<file path="config.mk">
export PLATFORM = sky130hd
export DESIGN_NAME = bmd_64_wdma_engine
export DESIGN_NICKNAME = d
export VERILOG_FILES = /design/src/rtl/bmd_64_wdma_engine.sv
export SDC_FILE = /design/constraint.sdc
export NUM_CORES = 1
export LEC_CHECK = 0
export CORE_MARGIN = 5
export CORE_UTILIZATION = 53
export CTS_BUF_LIST = sky130_fd_sc_hd__clkbuf_8
export DETAILED_ROUTE_END_ITERATION = 8
export GPL_TIMING_DRIVEN = 0
export PLACE_DENSITY = 0.83
export SYNTH_ARGS = -nofsm -noshare
export SYNTH_HDL_FRONTEND = slang
export SYNTH_SLANG_ARGS = --single-unit
</file>
<file path="constraint.sdc">
create_clock -name clk -period 7.2 [get_ports clk]
set_input_delay 1.44 -clock clk [delete_from_list [all_inputs] [get_ports clk]]
set_output_delay 1.44 -clock clk [all_outputs]
set_load 0.01 [all_outputs]
</file>
<file path="src/rtl/bmd_64_wdma_engine.sv">
// bmd_64_wdma_engine
// Write-DMA TLP engine. It takes a start pulse with a 64-bit bus address and a
// DW length. It drains 64-bit words from a first-word-fall-through FIFO and emits
// posted Memory Write TLPs on the 64-bit TRN TX interface, split at
// MAX_PAYLOAD_DW. wdma_done_o stays high until the DMA FSM re-arms the engine
// through wdma_rst_o.
module bmd_64_wdma_engine #(
  parameter int MAX_PAYLOAD_DW = 32,
  parameter int LEN_W          = 32
) (
  input  logic             clk,
  input  logic             wdma_rst_o,
  input  logic             wdma_start_i,
  input  logic [63:0]      wdma_addr_i,
  input  logic [LEN_W-1:0] wdma_len_i,
  input  logic [15:0]      completer_id_i,
  output logic             wdma_done_o,
  output logic [15:0]      wdma_tlp_cnt_o,
  input  logic [63:0]      data_i,
  input  logic             data_empty_i,
  output logic             data_rd_o,
  output logic [63:0]      trn_td_o,
  output logic [7:0]       trn_trem_n_o,
  output logic             trn_tsof_n_o,
  output logic             trn_teof_n_o,
  output logic             trn_tsrc_rdy_n_o,
  input  logic             trn_tdst_rdy_n_i
);

  typedef enum logic [2:0] {
    ST_IDLE = 3'd0,
    ST_HDR0 = 3'd1,
    ST_HDR1 = 3'd2,
    ST_DATA = 3'd3,
    ST_DONE = 3'd4
  } state_t;

  localparam logic [LEN_W-1:0] MPS = LEN_W'(MAX_PAYLOAD_DW);

  state_t           state_q, state_d;
  logic [63:0]      addr_q, addr_d;
  logic [LEN_W-1:0] remaining_q, remaining_d;
  logic [15:0]      tlp_cnt_q, tlp_cnt_d;
  logic [7:0]       beat_q, beat_d;      // DATA beats already sent in this TLP
  logic [31:0]      held_q, held_d;      // 3DW skid: lower DW of the last popped word

  logic [LEN_W-1:0] pl_s;
  logic [LEN_W-1:0] last_beat_s;
  logic             fmt4_s;
  logic             is_last_s;
  logic             xfer_s;
  logic [31:0]      dw0_s;
  logic [31:0]      dw1_s;

  // Payload of the current TLP. remaining_q only changes at EOF, so this stays
  // constant for the whole TLP.
  assign pl_s        = (remaining_q < MPS) ? remaining_q : MPS;
  // A 3DW TLP has the same DATA beat count as a 4DW TLP: pl/2, counting the
  // trailing half beat.
  assign last_beat_s = (pl_s >> 1) - LEN_W'(1);
  assign is_last_s   = (LEN_W'(beat_q) == last_beat_s);
  assign fmt4_s      = |addr_q[63:32];
  assign xfer_s      = ~trn_tsrc_rdy_n_o & ~trn_tdst_rdy_n_i;

  assign dw0_s = {1'b0, (fmt4_s ? 2'b11 : 2'b10), 5'b00000, 1'b0, 3'b000, 4'b0000,
                  1'b0, 1'b0, 2'b00, 2'b00, pl_s[9:0]};
  assign dw1_s = {completer_id_i, 8'h00, 4'hF, 4'hF};

  assign wdma_done_o    = (state_q == ST_DONE);
  assign wdma_tlp_cnt_o = tlp_cnt_q;

  // State register with asynchronous re-arm from the DMA FSM
  always_ff @(posedge clk or posedge wdma_rst_o) begin
    if (wdma_rst_o) begin
      state_q <= ST_IDLE;
    end else begin
      state_q <= state_d;
    end
  end

  // Datapath registers: address, remaining length, counters and the skid DW
  always_ff @(posedge clk or posedge wdma_rst_o) begin
    if (wdma_rst_o) begin
      addr_q      <= 64'h0;
      remaining_q <= '0;
      tlp_cnt_q   <= 16'h0;
      beat_q      <= 8'h0;
      held_q      <= 32'h0;
    end else begin
      addr_q      <= addr_d;
      remaining_q <= remaining_d;
      tlp_cnt_q   <= tlp_cnt_d;
      beat_q      <= beat_d;
      held_q      <= held_d;
    end
  end

  // Next-state and datapath update; nothing advances without an accepted beat
  always_comb begin
    state_d     = state_q;
    addr_d      = addr_q;
    remaining_d = remaining_q;
    tlp_cnt_d   = tlp_cnt_q;
    beat_d      = beat_q;
    held_d      = held_q;
    case (state_q)
      ST_IDLE: begin
        if (wdma_start_i) begin
          addr_d      = wdma_addr_i;
          remaining_d = wdma_len_i;
          tlp_cnt_d   = 16'h0;
          beat_d      = 8'h0;
          state_d     = (wdma_len_i == '0) ? ST_DONE : ST_HDR0;
        end else begin
          state_d = ST_IDLE;
        end
      end
      ST_HDR0: begin
        if (xfer_s) begin
          state_d = ST_HDR1;
        end else begin
          state_d = ST_HDR0;
        end
      end
      ST_HDR1: begin
        if (xfer_s) begin
          beat_d  = 8'h0;
          state_d = ST_DATA;
          if (!fmt4_s) begin
            held_d = data_i[31:0];
          end else begin
            held_d = held_q;
          end
        end else begin
          state_d = ST_HDR1;
        end
      end
      ST_DATA: begin
        if (xfer_s && is_last_s) begin
          // The 64-bit add lets a carry into the upper word switch to 4DW
          addr_d      = addr_q + (64'(pl_s) << 2);
          remaining_d = remaining_q - pl_s;
          tlp_cnt_d   = tlp_cnt_q + 16'd1;
          beat_d      = 8'h0;
          state_d     = (remaining_q == pl_s) ? ST_DONE : ST_HDR0;
        end else if (xfer_s) begin
          beat_d = beat_q + 8'd1;
          if (!fmt4_s) begin
            held_d = data_i[31:0];
          end else begin
            held_d = held_q;
          end
        end else begin
          state_d = ST_DATA;
        end
      end
      ST_DONE: begin
        state_d = ST_DONE;
      end
      default: begin
        state_d = ST_IDLE;
      end
    endcase
  end

  // TRN beat and FIFO pop decode. A beat that needs data waits for a non-empty FIFO.
  always_comb begin
    trn_td_o         = 64'h0;
    trn_trem_n_o     = 8'h00;
    trn_tsof_n_o     = 1'b1;
    trn_teof_n_o     = 1'b1;
    trn_tsrc_rdy_n_o = 1'b1;
    data_rd_o        = 1'b0;
    case (state_q)
      ST_HDR0: begin
        trn_td_o         = {dw0_s, dw1_s};
        trn_tsof_n_o     = 1'b0;
        trn_tsrc_rdy_n_o = 1'b0;
      end
      ST_HDR1: begin
        if (fmt4_s) begin
          trn_td_o         = {addr_q[63:32], addr_q[31:2], 2'b00};
          trn_tsrc_rdy_n_o = 1'b0;
        end else begin
          trn_td_o         = {addr_q[31:2], 2'b00, data_i[63:32]};
          trn_tsrc_rdy_n_o = data_empty_i;
          data_rd_o        = ~data_empty_i & ~trn_tdst_rdy_n_i;
        end
      end
      ST_DATA: begin
        if (fmt4_s) begin
          trn_td_o         = data_i;
          trn_teof_n_o     = ~is_last_s;
          trn_tsrc_rdy_n_o = data_empty_i;
          data_rd_o        = ~data_empty_i & ~trn_tdst_rdy_n_i;
        end else if (is_last_s) begin
          trn_td_o         = {held_q, 32'h0};
          trn_trem_n_o     = 8'h0F;
          trn_teof_n_o     = 1'b0;
          trn_tsrc_rdy_n_o = 1'b0;
        end else begin
          trn_td_o         = {held_q, data_i[63:32]};
          trn_tsrc_rdy_n_o = data_empty_i;
          data_rd_o        = ~data_empty_i & ~trn_tdst_rdy_n_i;
        end
      end
      default: begin
        trn_td_o = 64'h0;
      end
    endcase
  end

endmodule

</file>
# ---- Word level (Yosys, flattened, before mapping)
# Index checks and enable logic that the tools add are counted.
dict set report op_classes {
  mux 47
  n_eq_ne 12
  reduce_logical 10
  magnitude_cmp 1
  bitwise_logic 6
  add_sub_neg 5
}
# cell count
set ops {}
lappend ops {{two-way mux 64 bit} 4}
lappend ops {{two-way mux 32 bit} 7}
lappend ops {{one-hot mux 64 bit (3 select lines)} 1}
lappend ops {{one-hot mux 32 bit (2 select lines)} 2}
lappend ops {{one-hot mux 64 bit (2 select lines)} 1}
lappend ops {{adder 64 x 34 -> 64 bit} 1}
lappend ops {{equality test 32 bit} 1}
lappend ops {{equality test 8 x 32 -> 1 bit} 1}
lappend ops {{logical NOT 32 bit} 1}
lappend ops {{< comparator 32 x 6 -> 1 bit (second input constant)} 1}
lappend ops {{two-way mux 16 bit} 2}
lappend ops {{two-way mux 8 bit} 4}
lappend ops {{one-hot mux 16 bit (2 select lines)} 1}
lappend ops {{OR reduction 32 bit} 1}
lappend ops {{subtractor 31 x 1 -> 32 bit (second input constant)} 1}
lappend ops {{subtractor 32 bit} 1}
lappend ops {{one-hot mux 8 bit (3 select lines)} 1}
lappend ops {{adder 16 x 1 -> 16 bit (second input constant)} 1}
lappend ops {{two-way mux 3 bit} 5}
lappend ops {{one-hot mux 3 bit (5 select lines)} 1}
lappend ops {{two-way mux 1 bit} 12}
lappend ops {{two-way mux 4 bit} 3}
lappend ops {{adder 8 x 1 -> 8 bit (second input constant)} 1}
lappend ops {{inequality test 2 bit (second input constant)} 4}
lappend ops {{other kinds (16)} 23}
dict set report word_totals {
  input_bits 181
  out_inout_bits 93
  register_bits 155
  word_cells 87
}

# ---- Longest topological paths before layout
dict set report logic_depth {
  ltp_word 12
  depth_mapped 18
}

# ---- Worst setup path after synthesis
# OpenSTA, ideal clock, no wires.
dict set report synth_path {
  path_kind {register to output}
  start {register remaining_q[12]}
  end {output trn_td_o[10]}
  t_arrival_ns 3.690
  path_slack_ns 2.070
  stages_incl_launch_ff 15
  cell_sequence {dfrtp_1 -> or4_1 -> buf_2 -> nor4b_4 -> and3_1 -> clkbuf_1 -> nand2_1 -> ha_1 -> nor2_1 -> nor2_1 -> a22oi_1 -> a41oi_2 -> clkbuf_1 -> a222oi_1 -> inv_1}
}
dict set report synth_via {
  elab_chain_len 7
}
# element line_no
set synth_rtl {}
lappend synth_rtl {{start, declared} 42} ;# logic [LEN_W-1:0] remaining_q, remaining_d;
lappend synth_rtl {{start signal, assigned} 91} ;# remaining_q <= remaining_d;
lappend synth_rtl {{< comparator 32 x 6 -> 1 bit} 57} ;# assign pl_s = (remaining_q < MPS) ? remaining_q : MPS;
lappend synth_rtl {{two-way mux 32 bit *} 57}
lappend synth_rtl {{subtractor 31 x 1 -> 32 bit *} 60} ;# assign last_beat_s = (pl_s >> 1) - LEN_W'(1);
lappend synth_rtl {{equality test 8 x 32 -> 1 bit *} 61} ;# assign is_last_s = (LEN_W'(beat_q) == last_beat_s);
lappend synth_rtl {{two-way mux 32 bit *} 196} ;# end else if (is_last_s) begin
lappend synth_rtl {{two-way mux 64 bit *} 191} ;# if (fmt4_s) begin
lappend synth_rtl {{one-hot mux 64 bit (3 select lines) *} 174} ;# case (state_q)
lappend synth_rtl {{end, declared} 22} ;# output logic [63:0] trn_td_o,
# Every way passes the cells marked *; elsewhere a longest branch is shown, timed or not.

# ---- Worst setup path after layout
dict set report layout_path {
  start {register remaining_q[22]}
  end {output trn_td_o[10]}
}
# The elaborated chain is that of the path after synthesis.

==> run_results.csv <==
group,metric,value,unit
routing,dr.pass1.iters,6,
final_layout,layout.cells.non_filler,2141,
flow_run,cap_violations,0,
floorplan,io_pins,274,
sta,finClkSkew,0.0293,ns
logic_synthesis,synth_seq_cells,153,
worst_setup_path,critPathArrivalTime,5.52,ns
worst_hold_path,hold_class,"reg2reg",
clock_tree,cts.clk_slew.worst_paths,0.10,ns
worst_setup_path,crit_required,5.76,ns
sta,slew_violations,0,
sta,hold_violations,0,
worst_setup_path,endpoint_kind,"output port",
place,portBuffers,267,
floorplan,coreArea,22800,um2
worst_setup_path,criticalPathCategory,"reg2out",
sta,worst_pin_slew,1.39,ns
final_layout,final_util,70.2,%
sta,finalSetupViolCount,0,
clock_tree,clock_latency,0.51,ns
routing,routed_via_density,6.98,
logic_synthesis,syn_avg_cell_area,8.24,um2
clock_tree,root_buffer,"clkbuf_8",
logic_synthesis,synth_cells,1495,
routing,drc,0,
worst_setup_path,cp-start-kind,"flop",
logic_synthesis,yosysWarnings,0,
floorplan,die_x,162,um
sta,rsz0062_at_grt,"false",
final_layout,syn2layout_area_growth,29.7,%
floorplan,die_area,26400,um2
final_layout,drive_above_1_share,6.85,%
routing,vias,14940,
logic_synthesis,async_flop_share,100,%
grt,antenna_found_initial,3,
routing,wirelength,56.7,mm
floorplan,die_h,162,um
floorplan,start_util,54.1,%
logic_synthesis,yosysSeqAreaShare,31.1,%
clock_tree,cts_max_path_buffers,2,
sta,period_needed,6.96,ns
routing,antenna_left,0,
logic_synthesis,synth_cell_type_count,81,
place,place_inst,2106,
grt,track_usage,41.1,%
worst_setup_path,cp_max_fo,10,
pwr,p_leak,6.33,nW
logic_synthesis,synth_edf_count,0,
place,dpl-instance-area,15500,um2
sta,relSlewSlack,6.20,%
clock_tree,cts_sinks,153,
pwr,p_per_area,389,nW/um2
status,status,"completed",
sta,fmaxAchievable,0.144,GHz
clock_tree,cts_htree_levels,4,
grt,grt_start_max_net_pins,124,
grt,grt.overflow.total,0,
routing,routedWlPerCell,26.5,um
final_layout,post-route-cell-area,16000,um2
pwr,irDropWorstVdd,0.220,mV
place,hpwl,42.7,mm
grt,grt_pass1_vias,13916,
clock_tree,numCtsBuffers,17,
floorplan,num_rows,55,
routing,dr.first_iter.drc_count,2432,
sta,period_share,96.7,%
clock_tree,cts_tree,"built",
place,place_congestion,1.01,
final_layout,nets,2030,
logic_synthesis,synth_area,12300,um2
grt,grt_pass1_wl,83.5,mm
logic_synthesis,synthFlopType,"dfrtp_1",
[where the power goes]
part | total (W) | leakage, nW | internal (W) | switching [W]
clock network | 0.000737 | 0.208 | 0.000322 | 0.000415
registers | 0.00168 | 1.93 | 0.00114 | 0.000537
logic | 0.00380 | 4.19 | 0.00155 | 0.00225
total | 0.00621 | 6.33 | 0.00301 | 0.00320
[repair_timing]
action,4_1_cts,5_1_grt
hold buffers,0,0
resized for setup,2,6
buffers inserted,0,0
setup endpoints to repair,8,19
[worst paths after layout]
path,startpoint,to,slack [ns],cells after the start
setup / recovery,remaining_q[22],trn_td_o[10],0.24,14
hold / removal,held_q[28],held_q[28],0.49,1
setup reg to reg,remaining_q[22],addr_q[58],0.58,18
hold reg to reg,held_q[28],held_q[28],0.49,1
max in group asynchronous,wdma_rst_o,held_q[23],4.97,3
min in group asynchronous,wdma_rst_o,beat_q[4],1.28,2
[cell usage after synthesis (8+ instances only)]
cell type  count  share of area [%]
nand2_1      158                4.8
ha_1          36                3.7
a21oi_1       92                3.7
mux2_2        21                1.9
o31ai_1       19                1.2
buf_1          9               0.27
o2bb2ai_1     12               0.85
a22oi_1       23                1.4
o22a_1        12               0.85
a31oi_1       36                1.8
o21ai_1       11               0.45
nand4_1       24                1.2
dfrtp_1      153                 31
mux2i_1       43                3.5
o2111ai_1      8               0.57
nor4_2        11                1.1
nand3_1       39                1.6
or2_2         13               0.66
buf_4          9               0.55
a211oi_1      27                1.6
xnor2_1       14                1.0
and3_1        23                1.2
clkbuf_1      89                2.7
and2_1         9               0.46
a21o_1        18                1.1
buf_2         15               0.61
o21ai_0       69                2.8
o211ai_1      19                1.2
inv_1         41                1.2
or3_1         11               0.56
nand2b_1      12               0.61
nor3_1        57                2.3
a211o_1        8               0.57
nor4_1        33                1.7
o22ai_1       48                2.4
o21a_1        10               0.61
mux2_1        30                2.7
nor2_1        83                2.5
a311oi_1       8               0.57
a222oi_1      23                1.9
or4_1         13               0.79
[sequential cells by signal (all words and copies together), names as in the netlist]
signal / count
wdma_tlp_cnt_o: 16
beat_q: 8
held_q: 32
remaining_q: 32
addr_q: 62
state_q: 3
[through the flow]
stage	total power (W)	setup slack (ns)	setup TNS, ns	hold slack [ns]
global route	0.00646	0.0594	0	0.508
floorplan	0.00366	1.64	0	0.452
global placement	0.00517	-0.842	-126.71	0.464
detailed placement	0.00524	0.421	0	0.475
CTS	0.00597	0.0300	0	0.494
finish	0.00621	0.238	0	0.495
[logic make-up after synthesis]
logic type	synth area share, %
and+or+nand+nor	21.9
AOI/OAI and AO/OA	28.2
buffers and inverters	5.51
DFF	31.1
muxes	8.15
adders and majority gates	3.82
xor gates and xnor gates	1.28
other	0.0609
[final cells by class]
cell class	count	area (um2)
multi-input cells	1206	7950
fillers	1915	6800
flip-flops and latches	153	3830
repair buffers	269	2710
plain buffers	123	524
well taps	313	392
clock buffers	17	234
clock inverters	15	176
inverters	42	165
diodes	3	7.51
[placed cells by master, fill, tap and decap left out, types with 31 or more instances in the layout]
master and instances:
a21oi_1 92, a31oi_1 36, clkbuf_1 87, clkdlybuf4s50_1 267, conb_1 31, dfrtp_1 153
ha_1 36, inv_1 40, mux2i_1 43, nand2_1 158, nand3_1 39, nor2_1 83
nor3_1 57, nor4_1 31, o21ai_0 69, o22ai_1 48
[critical path, cell delays in order (launching register included)]
cell and delay, ns:
dfrtp_1 0.44, nor4_2 0.47, and4b_1 0.25, clkbuf_1 0.39, and3_1 0.30, clkbuf_2 0.27, nand2_1 0.23, ha_1 0.38
xnor2_1 0.16, a311oi_4 0.43, a41oi_2 0.33, clkbuf_2 0.32, a222oi_1 0.48, inv_1 0.08, clkdlybuf4s50_1 0.49
[per-layer routing]
metal / up-vias / routed length [um] / global-route usage, %
met4: 2 / 3470 / 21.5
met3: 255 / 7830 / 11.8
li1: 6364 / - / -
met2: 1246 / 24100 / 60.3
met1: 7073 / 21300 / 55.2
met5: - / 13 / 0
(Power assumes the default switching activity.)
